--- config.mk ---
export PLATFORM = sky130hd
export DESIGN_NAME = sram_port_arbiter
export DESIGN_NICKNAME = d
export VERILOG_FILES = /design/src/rtl/sram_port_arbiter_pkg.sv /design/src/rtl/sram_port_arbiter_arb_id_fifo.sv /design/src/rtl/sram_port_arbiter.sv
export SDC_FILE = /design/constraint.sdc
export NUM_CORES = 1
export LEC_CHECK = 0
export ABC_AREA = 1
export CAP_MARGIN = 20
export CORE_AREA = 5 5 105 107
export CTS_BUF_LIST = sky130_fd_sc_hd__clkbuf_2 sky130_fd_sc_hd__clkbuf_4 sky130_fd_sc_hd__clkbuf_8
export DETAILED_ROUTE_END_ITERATION = 8
export DIE_AREA = 0 0 110 112
export GPL_ROUTABILITY_DRIVEN = 0
export PLACE_DENSITY = 0.79
export SLEW_MARGIN = 20
export SYNTH_ARGS = -nofsm -noshare
export SYNTH_HDL_FRONTEND = slang
export SYNTH_SLANG_ARGS = --single-unit
export TNS_END_PERCENT = 10
--- constraint.sdc ---
create_clock -name clk -period 3.9 [get_ports clk]
set_input_delay 0.975 -clock clk [delete_from_list [all_inputs] [get_ports clk]]
set_output_delay 0.975 -clock clk [all_outputs]
set_load 0.02 [all_outputs]
--- src/rtl/sram_port_arbiter_pkg.sv ---
// Shared encodings for the SRAM port arbiter: requester IDs, access sizes,
// ID FIFO entry layout and the downstream control bundle.
package sram_port_arbiter_pkg;

    localparam logic       ARB_ID_INST       = 1'b0;
    localparam logic       ARB_ID_DATA       = 1'b1;

    localparam logic [1:0] ARB_SIZE_BYTE     = 2'd0;
    localparam logic [1:0] ARB_SIZE_HALF     = 2'd1;
    localparam logic [1:0] ARB_SIZE_WORD     = 2'd2;

    localparam int         ARB_FIFO_ENTRY_WD = 2;

    // One in-flight transaction: who issued it and whether its answer is dropped.
    typedef struct packed {
        logic discard;
        logic id;
    } arb_entry_t;

    // Non-address request fields that travel with a downstream request.
    typedef struct packed {
        logic        wr;
        logic [1:0]  size;
        logic [3:0]  wstrb;
        logic [31:0] wdata;
    } arb_ctl_t;

    // Pointer width for a circular buffer of the given depth (at least 1 bit).
    function automatic int arb_ptr_wd(input int depth);
        return (depth > 1) ? $clog2(depth) : 1;
    endfunction

endpackage

--- src/rtl/sram_port_arbiter_arb_id_fifo.sv ---
// In-order ID FIFO for the SRAM port arbiter. Holds {discard,id} for every
// accepted-but-unanswered transaction; cancel_inst marks all inst entries.
module sram_port_arbiter_arb_id_fifo
    import sram_port_arbiter_pkg::*;
#(
    parameter int OUTST = 2,
    parameter int CW    = $clog2(OUTST + 1)
) (
    input  logic            clk,
    input  logic            reset,
    input  logic            push,
    input  arb_entry_t      push_entry,
    input  logic            pop,
    input  logic            cancel_inst,
    output logic [CW-1:0]   count,
    output arb_entry_t      head
);

    localparam int PW = arb_ptr_wd(OUTST);

    arb_entry_t      mem [OUTST];
    logic [PW-1:0]   wptr;
    logic [PW-1:0]   rptr;
    logic            push_ok;
    logic            pop_ok;

    // Advance a pointer, wrapping at OUTST so non-power-of-two depths work.
    function automatic logic [PW-1:0] ptr_nxt(input logic [PW-1:0] p);
        return (p == PW'(OUTST - 1)) ? '0 : p + 1'b1;
    endfunction

    assign push_ok = push & (count != CW'(OUTST));
    assign pop_ok  = pop  & (count != '0);
    assign head    = mem[rptr];

    // Storage, pointers and occupancy; cancel first so a same-cycle push wins its slot.
    always_ff @(posedge clk) begin
        if (reset) begin
            wptr  <= '0;
            rptr  <= '0;
            count <= '0;
            for (int i = 0; i < OUTST; i++) mem[i] <= '0;
        end else begin
            if (cancel_inst) begin
                for (int i = 0; i < OUTST; i++)
                    if (mem[i].id == ARB_ID_INST) mem[i].discard <= 1'b1;
            end
            if (push_ok) begin
                mem[wptr] <= push_entry;
                wptr      <= ptr_nxt(wptr);
            end
            if (pop_ok) rptr <= ptr_nxt(rptr);
            count <= count + CW'(push_ok) - CW'(pop_ok);
        end
    end

endmodule

--- src/rtl/sram_port_arbiter.sv ---
// SRAM-like port arbiter: shares one req/addr_ok/data_ok port between the
// instruction fetch and data requesters, routes responses back in order and
// swallows responses of fetches cancelled by a flush.
// Optional: define ARB_ROUND_ROBIN_EN to alternate priority on each accept.
module sram_port_arbiter
    import sram_port_arbiter_pkg::*;
#(
    parameter int OUTST = 2,
    parameter int AW    = 32
) (
    input  logic          clk,
    input  logic          reset,

    input  logic          i_req,
    input  logic [AW-1:0] i_addr,
    output logic          i_addr_ok,
    output logic          i_data_ok,
    output logic [31:0]   i_rdata,
    input  logic          i_cancel,

    input  logic          d_req,
    input  logic          d_wr,
    input  logic [1:0]    d_size,
    input  logic [AW-1:0] d_addr,
    input  logic [3:0]    d_wstrb,
    input  logic [31:0]   d_wdata,
    output logic          d_addr_ok,
    output logic          d_data_ok,
    output logic [31:0]   d_rdata,

    output logic          m_req,
    output logic          m_wr,
    output logic [1:0]    m_size,
    output logic [AW-1:0] m_addr,
    output logic [3:0]    m_wstrb,
    output logic [31:0]   m_wdata,
    input  logic          m_addr_ok,
    input  logic          m_data_ok,
    input  logic [31:0]   m_rdata,

    output logic          busy
);

    localparam int CW = $clog2(OUTST + 1);

    logic [CW-1:0] count;
    arb_entry_t    head;
    arb_entry_t    push_entry;
    logic          full;
    logic          lock_q;
    logic          lock_id_q;
    logic          lock_hold;
    logic          data_wins;
    logic          grant_d;
    logic          grant_i;
    logic          gnt_id;
    logic          accept;
    logic          pop;
    logic          head_drop;
    arb_ctl_t      d_ctl;
    arb_ctl_t      m_ctl;

    assign full      = (count == CW'(OUTST));
    // A stalled request keeps its grant only while its owner still asks.
    assign lock_hold = lock_q & ((lock_id_q == ARB_ID_DATA) ? d_req : i_req);

`ifdef ARB_ROUND_ROBIN_EN
    logic last_grant_q;

    assign data_wins = ~i_req | (last_grant_q == ARB_ID_INST);

    // Remember who was accepted last so the next tie goes to the other side.
    always_ff @(posedge clk) begin
        if (reset)       last_grant_q <= ARB_ID_INST;
        else if (accept) last_grant_q <= gnt_id;
    end
`else
    assign data_wins = 1'b1;
`endif

    // Grant selection: lock first, then priority; nothing while the FIFO is full.
    always_comb begin
        grant_d = 1'b0;
        grant_i = 1'b0;
        if (!full) begin
            if (lock_hold) begin
                grant_d = (lock_id_q == ARB_ID_DATA);
                grant_i = (lock_id_q == ARB_ID_INST);
            end else begin
                grant_d = d_req & data_wins;
                grant_i = i_req & ~grant_d;
            end
        end
    end

    assign gnt_id = grant_d ? ARB_ID_DATA : ARB_ID_INST;
    assign d_ctl  = '{wr: d_wr, size: d_size, wstrb: d_wstrb, wdata: d_wdata};

    // Downstream request mirrors the granted requester; fetches are fixed word reads.
    always_comb begin
        m_req  = 1'b0;
        m_addr = '0;
        m_ctl  = '0;
        if (grant_d) begin
            m_req  = 1'b1;
            m_addr = d_addr;
            m_ctl  = d_ctl;
        end else if (grant_i) begin
            m_req  = 1'b1;
            m_addr = i_addr;
            m_ctl  = '{wr: 1'b0, size: ARB_SIZE_WORD, wstrb: 4'h0, wdata: 32'h0};
        end
    end

    assign m_wr    = m_ctl.wr;
    assign m_size  = m_ctl.size;
    assign m_wstrb = m_ctl.wstrb;
    assign m_wdata = m_ctl.wdata;

    assign accept    = m_req & m_addr_ok;
    assign i_addr_ok = grant_i & m_addr_ok;
    assign d_addr_ok = grant_d & m_addr_ok;

    // Hold the grant across addr_ok stalls so downstream fields stay stable.
    always_ff @(posedge clk) begin
        if (reset) begin
            lock_q    <= 1'b0;
            lock_id_q <= ARB_ID_INST;
        end else if (m_req && !m_addr_ok) begin
            lock_q    <= 1'b1;
            lock_id_q <= gnt_id;
        end else begin
            lock_q    <= 1'b0;
        end
    end

    // A fetch accepted alongside a flush is already stale.
    assign push_entry = '{discard: i_cancel & (gnt_id == ARB_ID_INST), id: gnt_id};

    sram_port_arbiter_arb_id_fifo #(
        .OUTST (OUTST),
        .CW    (CW)
    ) u_arb_id_fifo (
        .clk         (clk),
        .reset       (reset),
        .push        (accept),
        .push_entry  (push_entry),
        .pop         (pop),
        .cancel_inst (i_cancel),
        .count       (count),
        .head        (head)
    );

    assign pop       = m_data_ok & (count != '0);
    // The flush also covers the fetch whose answer arrives this very cycle.
    assign head_drop = head.discard | i_cancel;
    assign i_data_ok = pop & (head.id == ARB_ID_INST) & ~head_drop;
    assign d_data_ok = pop & (head.id == ARB_ID_DATA);
    assign i_rdata   = i_data_ok ? m_rdata : 32'h0;
    assign d_rdata   = d_data_ok ? m_rdata : 32'h0;
    assign busy      = (count != '0);

endmodule

After elaboration in Yosys (flattened, before gate mapping)
Memories as Yosys holds them, arrays and structs flattened. A register that Yosys moved wholly into a read port is not among the register bits.
Index checks and enable logic that the tools add are counted.
{"block": "classes", "bitwise_logic": 20, "eq_ne": 2, "addsub": 4, "reduce_logical": 3, "n_mux": 34}
{"op": "two-way mux 32 bit", "count": 4}
{"op": "two-way mux 39 bit", "count": 1}
{"op": "two-way mux 38 bit", "count": 1}
{"op": "two-way mux 1 bit", "count": 28}
{"op": "AND 1 bit", "count": 12}
{"op": "NOT 1 bit", "count": 5}
{"op": "OR 1 bit", "count": 3}
{"op": "adder 1 bit, second input constant", "count": 2}
{"op": "adder 2 x 1 -> 2 bit", "count": 1}
{"op": "== test 2 bit, second input constant", "count": 1}
{"op": "inequality test 2 bit, second input constant", "count": 1}
{"op": "nonzero test 2 bit", "count": 1}
{"op": "subtractor 2 x 1 -> 2 bit", "count": 1}
{"op": "logical AND 1 bit", "count": 1}
{"op": "zero test 1 bit", "count": 1}
{"block": "word_totals", "mem_count": 1, "inputBits": 142, "ram_bits": 4, "reg_bits": 6, "word_cells": 69, "out_inout_bits": 141}
{"name": "u_arb_id_fifo.mem", "words": 2, "word_bits": 2, "rd": 3, "rd_ports_with_merged_regs": 1, "write_ports": 3, "line": "sram_port_arbiter_arb_id_fifo.sv:21", "text": "arb_entry_t mem [OUTST];"}

Logic depth before layout (Yosys ltp)
Gate-level depths: netlist (run 1).
{"block": "depth", "depth_word": 11, "depth_mapped": 9, "depth_no_buf": 9}

Modules after synthesis
Synthesis (run 1) repeated with hierarchy kept, for this count alone.
{"block": "hier_totals", "cells_unflattened": 388, "hier_area_um2": 1911.8}
{"mod": "sram_port_arbiter", "seq_area_each_um2": 40.0, "area_each_um2": 1423.9, "instances": 1, "cells_per_inst": 326}
{"mod": "sram_port_arbiter_arb_id_fifo", "seq_area_each_um2": 220.2, "area_each_um2": 488.0, "instances": 1, "cells_per_inst": 62}

Least setup slack after synthesis (run 1)
OpenSTA, ideal clock, no wires.
{"block": "synth_path", "path_type": "input to output", "startpoint": "input port m_data_ok", "endpoint": "output port d_rdata[10]", "setup_slack_ns": 0.954, "required_time_ns": 2.925, "arrival_time_ns": 1.971, "n_path_buf": 1, "path_stages": 5, "cell_sequence": "nand2_4 nor2_1 inv_2 clkbuf_8 nor2_1"}
{"block": "synth_between", "elab_chain_len": 3}
{"element": "from (decl)", "line": "sram_port_arbiter.sv:38", "text": "input logic m_data_ok,"}
{"element": "AND 1 bit", "line": "sram_port_arbiter.sv:154", "text": "assign pop = m_data_ok & (count != '0);"}
{"element": "AND 1 bit", "line": "sram_port_arbiter.sv:158", "text": "assign d_data_ok = pop & (head.id == ARB_ID_DATA);"}
{"element": "via d_data_ok", "line": "sram_port_arbiter.sv:28", "text": "output logic d_data_ok,"}
{"element": "two-way mux 32 bit", "line": "sram_port_arbiter.sv:160", "text": "assign d_rdata = d_data_ok ? m_rdata : 32'h0;"}
{"element": "to (decl)", "line": "sram_port_arbiter.sv:29", "text": "output logic [31:0] d_rdata,"}
The timed path passes the listed nets, and every way through them passes these cells.

Worst setup path after layout (run 1)
{"block": "layout_path", "startpoint": "input port i_req", "endpoint": "output port m_addr[6]"}
{"block": "layout_between", "elab_chain_len": 6, "elab_cells_between_ends": 9, "classes_between": "mux (7); bitwise (2)"}
{"element": "from (decl)", "line": "sram_port_arbiter.sv:14", "text": "input logic i_req,"}
{"element": "two-way mux 1 bit", "line": "sram_port_arbiter.sv:65", "text": "assign lock_hold = lock_q & ((lock_id_q == ARB_ID_DATA) ? d_req : i_req);"}
{"element": "AND 1 bit", "line": "sram_port_arbiter.sv:65"}
{"element": "two-way mux 1 bit", "line": "sram_port_arbiter.sv:86", "text": "if (lock_hold) begin"}
{"element": "two-way mux 1 bit", "line": "sram_port_arbiter.sv:85", "text": "if (!full) begin"}
{"element": "two-way mux 32 bit", "line": "sram_port_arbiter.sv:108", "text": "end else if (grant_i) begin"}
{"element": "two-way mux 32 bit (*)", "line": "sram_port_arbiter.sv:104", "text": "if (grant_d) begin"}
{"element": "to (decl)", "line": "sram_port_arbiter.sv:34", "text": "output logic [AW-1:0] m_addr,"}
Mark *: on every way between the ends. The rest lies on a longest branch, timed or not.

==> metrics.txt, run 1 <==
routed length per instance=12.6 microns; outcome=finished clean; First-pass DRT Iterations=6; Ports=283; multi-input logic area=1050 sq um; Detailed Place HPWL=8.70 mm; Worst Path Required=2.92 ns; core area=10000 sq um; max-capacitance violation count=0; Post-synth EDFFs=4; Syn Area/Cell=5.04 sq um; Setup CP Type=in -> out; via/cell ratio=4.00; clk buf depth=2; Placement Rows=37; P_sw=655 uW; Post-Synth Adder-Cell Area=0.662%; CP max stage cell=clkdlybuf4s50_1; Finished Layout Cells=788; Synthesized Nets=518; vias in the first global route=3160; DP Cell Count=784; mux cell area share after synthesis=0%; crit-path leading delay family=buffers and inverters; first-pass GRT wire length=14.7 mm; largest net degree at the start of global routing=44; Post-synth top flop=dfxtp_1; fmax=0.260 GHz; total number of vias=3155; Synth Area in Simple Gates=42.5%; Post-CTS Hold Fix Bufs=0; global route total overflow=0; CTS tree=yes; storage element area=260 sq um; Setup Skew=0.00579 ns; layout filler cell count=961; #FFs+latches synth=11; synth warn=0; n_diodes=0; worst path buffer plus inverter count=3; Mapped Cells=375; Max stage delay on crit path=0.65 ns; post-synthesis compound-gate area fraction=12.1%; worst-margin pin slew=0.536 ns; Nets=796; Max Slew Vio Count=0; worst-path cell chain=clkdlybuf4s50_1 -> nand3_1 -> nand2_1 -> nand3_2 -> buf_4 -> o21ai_0 -> clkdlybuf4s50_1; unrepaired setup endpoints after global routing=true; Final setup viols=0; die height=112 microns; Async SR Flop Fraction=0%; starting density of the core=18.8%; relative slew slack=64.2%; combinational power share=80.2%; most frequent cells in the layout=clkdlybuf4s50_1 (247), inv_1 (115), nor2_1 (92); clock-pin slew on the worst setup and hold paths=0.06 ns; H-Tree Level Count=1; final period utilization=98.6%; commonest non-fill, non-tap cell in the layout=clkdlybuf4s50_1; Final Hold Fails=0; Clk pwr share=8.5%; switching share of power=46.6%; Critical Path Most Common Cell=clkdlybuf4s50_1; clk sink count=11; P per Cell Area=282 nW/um^2; Port Buffers=282; All-Layer GR Usage=14.7%; CTS Root Cell=clkbuf_8; ANT nets after route=0; initial antenna violation count=0; Layout area overhead=164%; DRC=0; Iter 0 DRT Violations=163; CP Capture Type=output pin; CP Launch Type=input port; crit path DAT=2.87 ns; post-synthesis xor/xnor area fraction=0.464%; Reg power frac=11.4%; minimum clock period=3.85 ns; clock latency at the later pin of the worst-skew pair=0.25 ns; Hold Path Class=reg -> reg; post-synthesis cell type count=30; Hold WS=0.458 ns; die area=12300 sq um; WL final=9.90 mm; sequential area share after synthesis=13.8%; Lkg Pwr=2.85 nW; maximum vdd drop=0.147 mV; chip width=110 microns; crit-path max FO=25; ratio of cells with drive above 1 in the final layout=7.06%; internal power=750 uW; Post-Synthesis Cell Area=1890 sq um; largest family of logic cells by synthesized area=simple AND/OR/NAND/NOR gates; CTS Buf Count=3
==> layer usage <==
layer | GRT usage (%) | vias to the layer above | routed length [microns]
li1 | - | 1616 | -
met1 | 13.8 | 1351 | 3300
met2 | 29.0 | 171 | 5180
met3 | 4.75 | 17 | 1200
met4 | 4.16 | 0 | 213
met5 | 0 | - | 0
==> power by group through the flow <==
stage	clock (mW)	sequential [mW]	combinational [mW]
finish	0.119	0.160	1.13
detailed placement	0	0.162	1.15
global placement	0	0.161	1.13
floorplan	0	0.158	0.568
global route	0.125	0.163	1.21
CTS	0.123	0.160	1.15
==> cells by family after synthesis <==
kind of cell,Yosys count
fa+ha+maj,1
xor+xnor,1
compound gates,44
buf+inv,136
simple gates,182
flops,11
==> stage by stage <==
stage / worst slack, ns / utilization, % / area, sq um / power, mW / TNS, ns
4_1_cts: 0.0285 / 48.7 / 4900 / 1.44 / 0
2_1_floorplan: 0.954 / - / 1890 / 0.726 / 0
6_report: 0.0529 / 49.6 / 4980 / 1.41 / 0
3_5_place_dp: 0.0314 / 48.3 / 4850 / 1.31 / 0
5_1_grt: -0.0641 / 49.6 / 4980 / 1.50 / -0.0762
3_3_place_gp: 0.0264 / 48.3 / 4850 / 1.29 / 0
==> cell type report <==
class	count	share of cell area, %
clock buffer	3	0.829
multi-input combinational	228	21.1
sequential	11	5.22
timing repair buffer	289	60.2
tap	136	3.41
inverter	120	9.09
clock inverter	1	0.100
==> synth_stat cells (all sizes together) (2+ instances only) <==
cell type  instances  area share (%)
buf               13             5.4
dfxtp              7             7.4
o21ai             36             9.7
nand3              7             2.8
a21oi              6             1.6
nand4              2            0.66
edfxtp             4             6.4
clkbuf             3             1.1
inv              120              24
nand2             58              13
nor2             113              25
==> worst paths after layout <==
path / end / slack, ns / start / depth (start not counted)
min reg2reg: u_arb_id_fifo.rptr$_SDFFE_PP0P_ / 0.46 / u_arb_id_fifo.rptr$_SDFFE_PP0P_ / 1
max: m_addr[6] / 0.05 / i_req / 7
min: u_arb_id_fifo.rptr$_SDFFE_PP0P_ / 0.46 / u_arb_id_fifo.rptr$_SDFFE_PP0P_ / 1
max reg2reg: u_arb_id_fifo.mem[1][1]$_DFFE_PP_ / 2.34 / u_arb_id_fifo.count[0]$_SDFF_PP0_ / 9
==> flip-flops by register name, summed over array words and instances (netlist names), named ones only <==
signal	cells
u_arb_id_fifo.count	2
u_arb_id_fifo.mem	4
lock_q	1
u_arb_id_fifo.rptr	1
lock_id_q	1
u_arb_id_fifo.wptr	1
==> worst register-to-register path, cell delays in order (launching register included) <==
cell	delay, ns
dfxtp_1	0.32
inv_1	0.06
nand2_1	0.17
nand3_4	0.12
buf_12	0.19
nand2_4	0.13
nand2_2	0.08
inv_2	0.07
nand2_2	0.07
nand2_1	0.08
==> timing repair <==
| action | CTS | global route |
|---|---|---|
| resized for setup | 0 | 35 |
| endpoints found under the hold margin | 0 | 0 |
| setup buffers | 0 | 0 |
| setup endpoints to repair | 0 | 36 |
(Power assumes the default switching activity.)
==> run 2, diff against run 1 <==
CORE_AREA = 5 5 108 110   (was 5 5 105 107)
DIE_AREA = 0 0 113 115   (was 0 0 110 112)
PLACE_DENSITY = 0.78   (was 0.79)
clock period = 3.4 ns   (was 3.9 ns; I/O delays follow)
==> run 2 against run 1 <==
- clock-buffer cell count is 1 higher
- worst hold slack worse by 0.0077 ns
- design area is 1.3% lower
- critical endpoint is now d_addr_ok
- total power is 11% higher
- sequential power is 14% higher
- combinational power is 9% higher
- non-clock buffer count is 19 higher
- first-iteration DRC count is 21% lower
- largest power group unchanged
- clock skew is 0.0030 ns lower
- via count is 1.8% lower
==> metrics.txt, run 2 (synthesis gave the netlist of run 1 again) <==
Placement Rows=38 (+2.7%); P per Cell Area=318 nW/um^2 (+13%); RR Startpoint=u_arb_id_fifo.count[0]$_SDFF_PP0_; global route total overflow=0 (unchanged); reg2reg setup slack=1.65 ns (-0.69 ns); Setup Skew=0.00280 ns (-0.00299 ns); minimum clock period=3.31 ns; most frequent cells in the layout=clkdlybuf4s50_1 (153), dlygate4sd2_1 (126), inv_1 (115); P_sw=752 uW (+15%); via/cell ratio=3.82 (-4.6%); CTS tree=yes; clk sink count=11 (unchanged); die area=13000 sq um (+5.5%); Worst R2R Path Depth=11 (+2); crit path from=d_req; clock latency at the later pin of the worst-skew pair=0.25 ns (about the same); Biggest register=u_arb_id_fifo.mem; relative slew slack=82.2% (+18 points); PnR Total Power=1.56 mW (+11%); Largest register FFs=4 (unchanged); crit-path max FO=8 (-68%); Largest regs=u_arb_id_fifo.mem (4), u_arb_id_fifo.count (2); unrepaired setup endpoints after global routing=false; n_diodes=0 (unchanged); clk buf depth=2 (unchanged); post-route setup slack=0.0875 ns (+0.0347 ns); Iter 0 DRT Violations=129 (-21%); Critical Path End=d_addr_ok; CP Launch Type=input port; Nets=815 (+2.4%); Lkg Pwr=2.96 nW (+3.9%); outcome=finished clean; maximum vdd drop=0.152 mV (+3.1%); crit path DAT=2.46 ns (-0.41 ns); vias in the first global route=2984 (-5.6%); first-pass GRT wire length=14.6 mm (-0.70%); clock-pin slew on the worst setup and hold paths=0.05 ns (about the same); chip width=113 microns (+2.7%); combinational power share=79.0% (-1.2 points); Hold Path Class=reg -> reg; H-Tree Level Count=1 (unchanged); Ports=283 (unchanged); internal power=811 uW (+8.1%); CP Capture Type=output pin; starting density of the core=17.8% (-0.99 points); die height=115 microns (+2.7%); DRC=0 (unchanged); switching share of power=48.1% (+1.5 points); Port Buffers=282 (unchanged); CTS Root Cell=clkbuf_8; Worst R2R End=u_arb_id_fifo.mem[1][0]$_DFFE_PP_; core area=10600 sq um (+5.5%); placed inst area=5020 sq um (+3.6%); WL final=9.61 mm (-2.9%); total number of vias=3097 (-1.8%); largest net degree at the start of global routing=35 (-20%); final period utilization=97.4%; Reg power frac=11.7% (+0.3 points); Post-CTS Hold Fix Bufs=0 (unchanged); fmax=0.302 GHz; max-capacitance violation count=0 (unchanged); Setup CP Type=in -> out; ANT nets after route=0 (unchanged); worst-margin pin slew=0.267 ns (-0.270 ns); Layout area overhead=160%; commonest non-fill, non-tap cell in the layout=clkdlybuf4s50_1; Detailed Place HPWL=8.61 mm (-1.0%); Setup Slack @ Placement=-0.314 ns (-0.346 ns); initial antenna violation count=0 (unchanged); Final setup viols=0 (unchanged); Clk pwr share=9.3% (+0.8 points); post-route cell area=4920 sq um (-1.3%); All-Layer GR Usage=13.7% (-0.94 points); Max Slew Vio Count=0 (unchanged); First-pass DRT Iterations=4 (-2); CTS Buf Count=3 (unchanged); ratio of cells with drive above 1 in the final layout=9.69% (+2.6 points); Worst Path Required=2.55 ns (-0.37 ns); Final Hold Fails=0 (unchanged); Post-Route Setup TNS=0 ns (unchanged); routed length per instance=11.8 microns (-5.7%)
[run 2: cell count changes in the layout (fill, tap and decap cells not counted)]
| cell | delta |
|---|---|
| dlymetal6s2s_1 | -32 |
| o21ai_1 | +1 |
| buf_12 | +2 |
| clkdlybuf4s50_1 | -94 |
| o21ai_0 | -1 |
| clkinv_2 | -1 |
| dlygate4sd2_1 | +126 |
| clkbuf_4 | +1 |
| buf_4 | +17 |
[run 2: worst min-delay path by stage]
stage	from	end	depth (start not counted)
after floorplan	u_arb_id_fifo.rptr$_SDFFE_PP0P_	register	1
after global placement	u_arb_id_fifo.rptr$_SDFFE_PP0P_	register	1
after detailed placement	u_arb_id_fifo.rptr$_SDFFE_PP0P_	u_arb_id_fifo.rptr$_SDFFE_PP0P_	1
after CTS	u_arb_id_fifo.rptr$_SDFFE_PP0P_	u_arb_id_fifo.rptr$_SDFFE_PP0P_	1
after global routing	u_arb_id_fifo.rptr$_SDFFE_PP0P_	register	1
final	u_arb_id_fifo.rptr$_SDFFE_PP0P_	register	1
[run 2: metal layers]
metal,track usage (%),routed length (microns),vias up
met5,0,0,-
met4,2.88,84,0
met3,4.32,955,5
met2,27.0,5080,151
met1,14.2,3490,1294
li1,-,-,1647
[run 2: metrics by stage]
| stage | hold slack (ns) | util [%] | instances |
|---|---|---|---|
| after floorplan | 0.425 | - | 375 |
| after global placement | 0.437 | 47.4 | 807 |
| after detailed placement | 0.447 | 47.4 | 807 |
| after CTS | 0.454 | 46.3 | 811 |
| after global routing | 0.498 | 46.4 | 811 |
| final | 0.450 | 46.4 | 811 |
[run 2: power by group through the flow]
stage | registers [mW] | clock network [mW] | logic (mW)
detailed placement | 0.187 | 0 | 1.38
CTS | 0.184 | 0.149 | 1.25
global placement | 0.186 | 0 | 1.38
global route | 0.187 | 0.155 | 1.34
finish | 0.183 | 0.145 | 1.23
floorplan | 0.181 | 0 | 0.652
[run 2: layout make-up]
cell class	instances	area [sq um]
fillers	1083	5680
repair buffers	308	2930
inverters	120	453
multi-input cells	228	1050
clock buffers	4	48.8
well taps	140	175
flip-flops and latches	11	260
[run 2: timing repair]
item | CTS | global route
endpoints found under the setup margin | 126 | 3
gates resized for setup | 127 | 3
setup buffers | 0 | 0
[run 2: critical path, stage by stage]
cell and delay (ns):
clkdlybuf4s50_1 0.52, buf_4 0.14, nand3_4 0.07, buf_4 0.17, nor2_1 0.08, clkdlybuf4s50_1 0.63
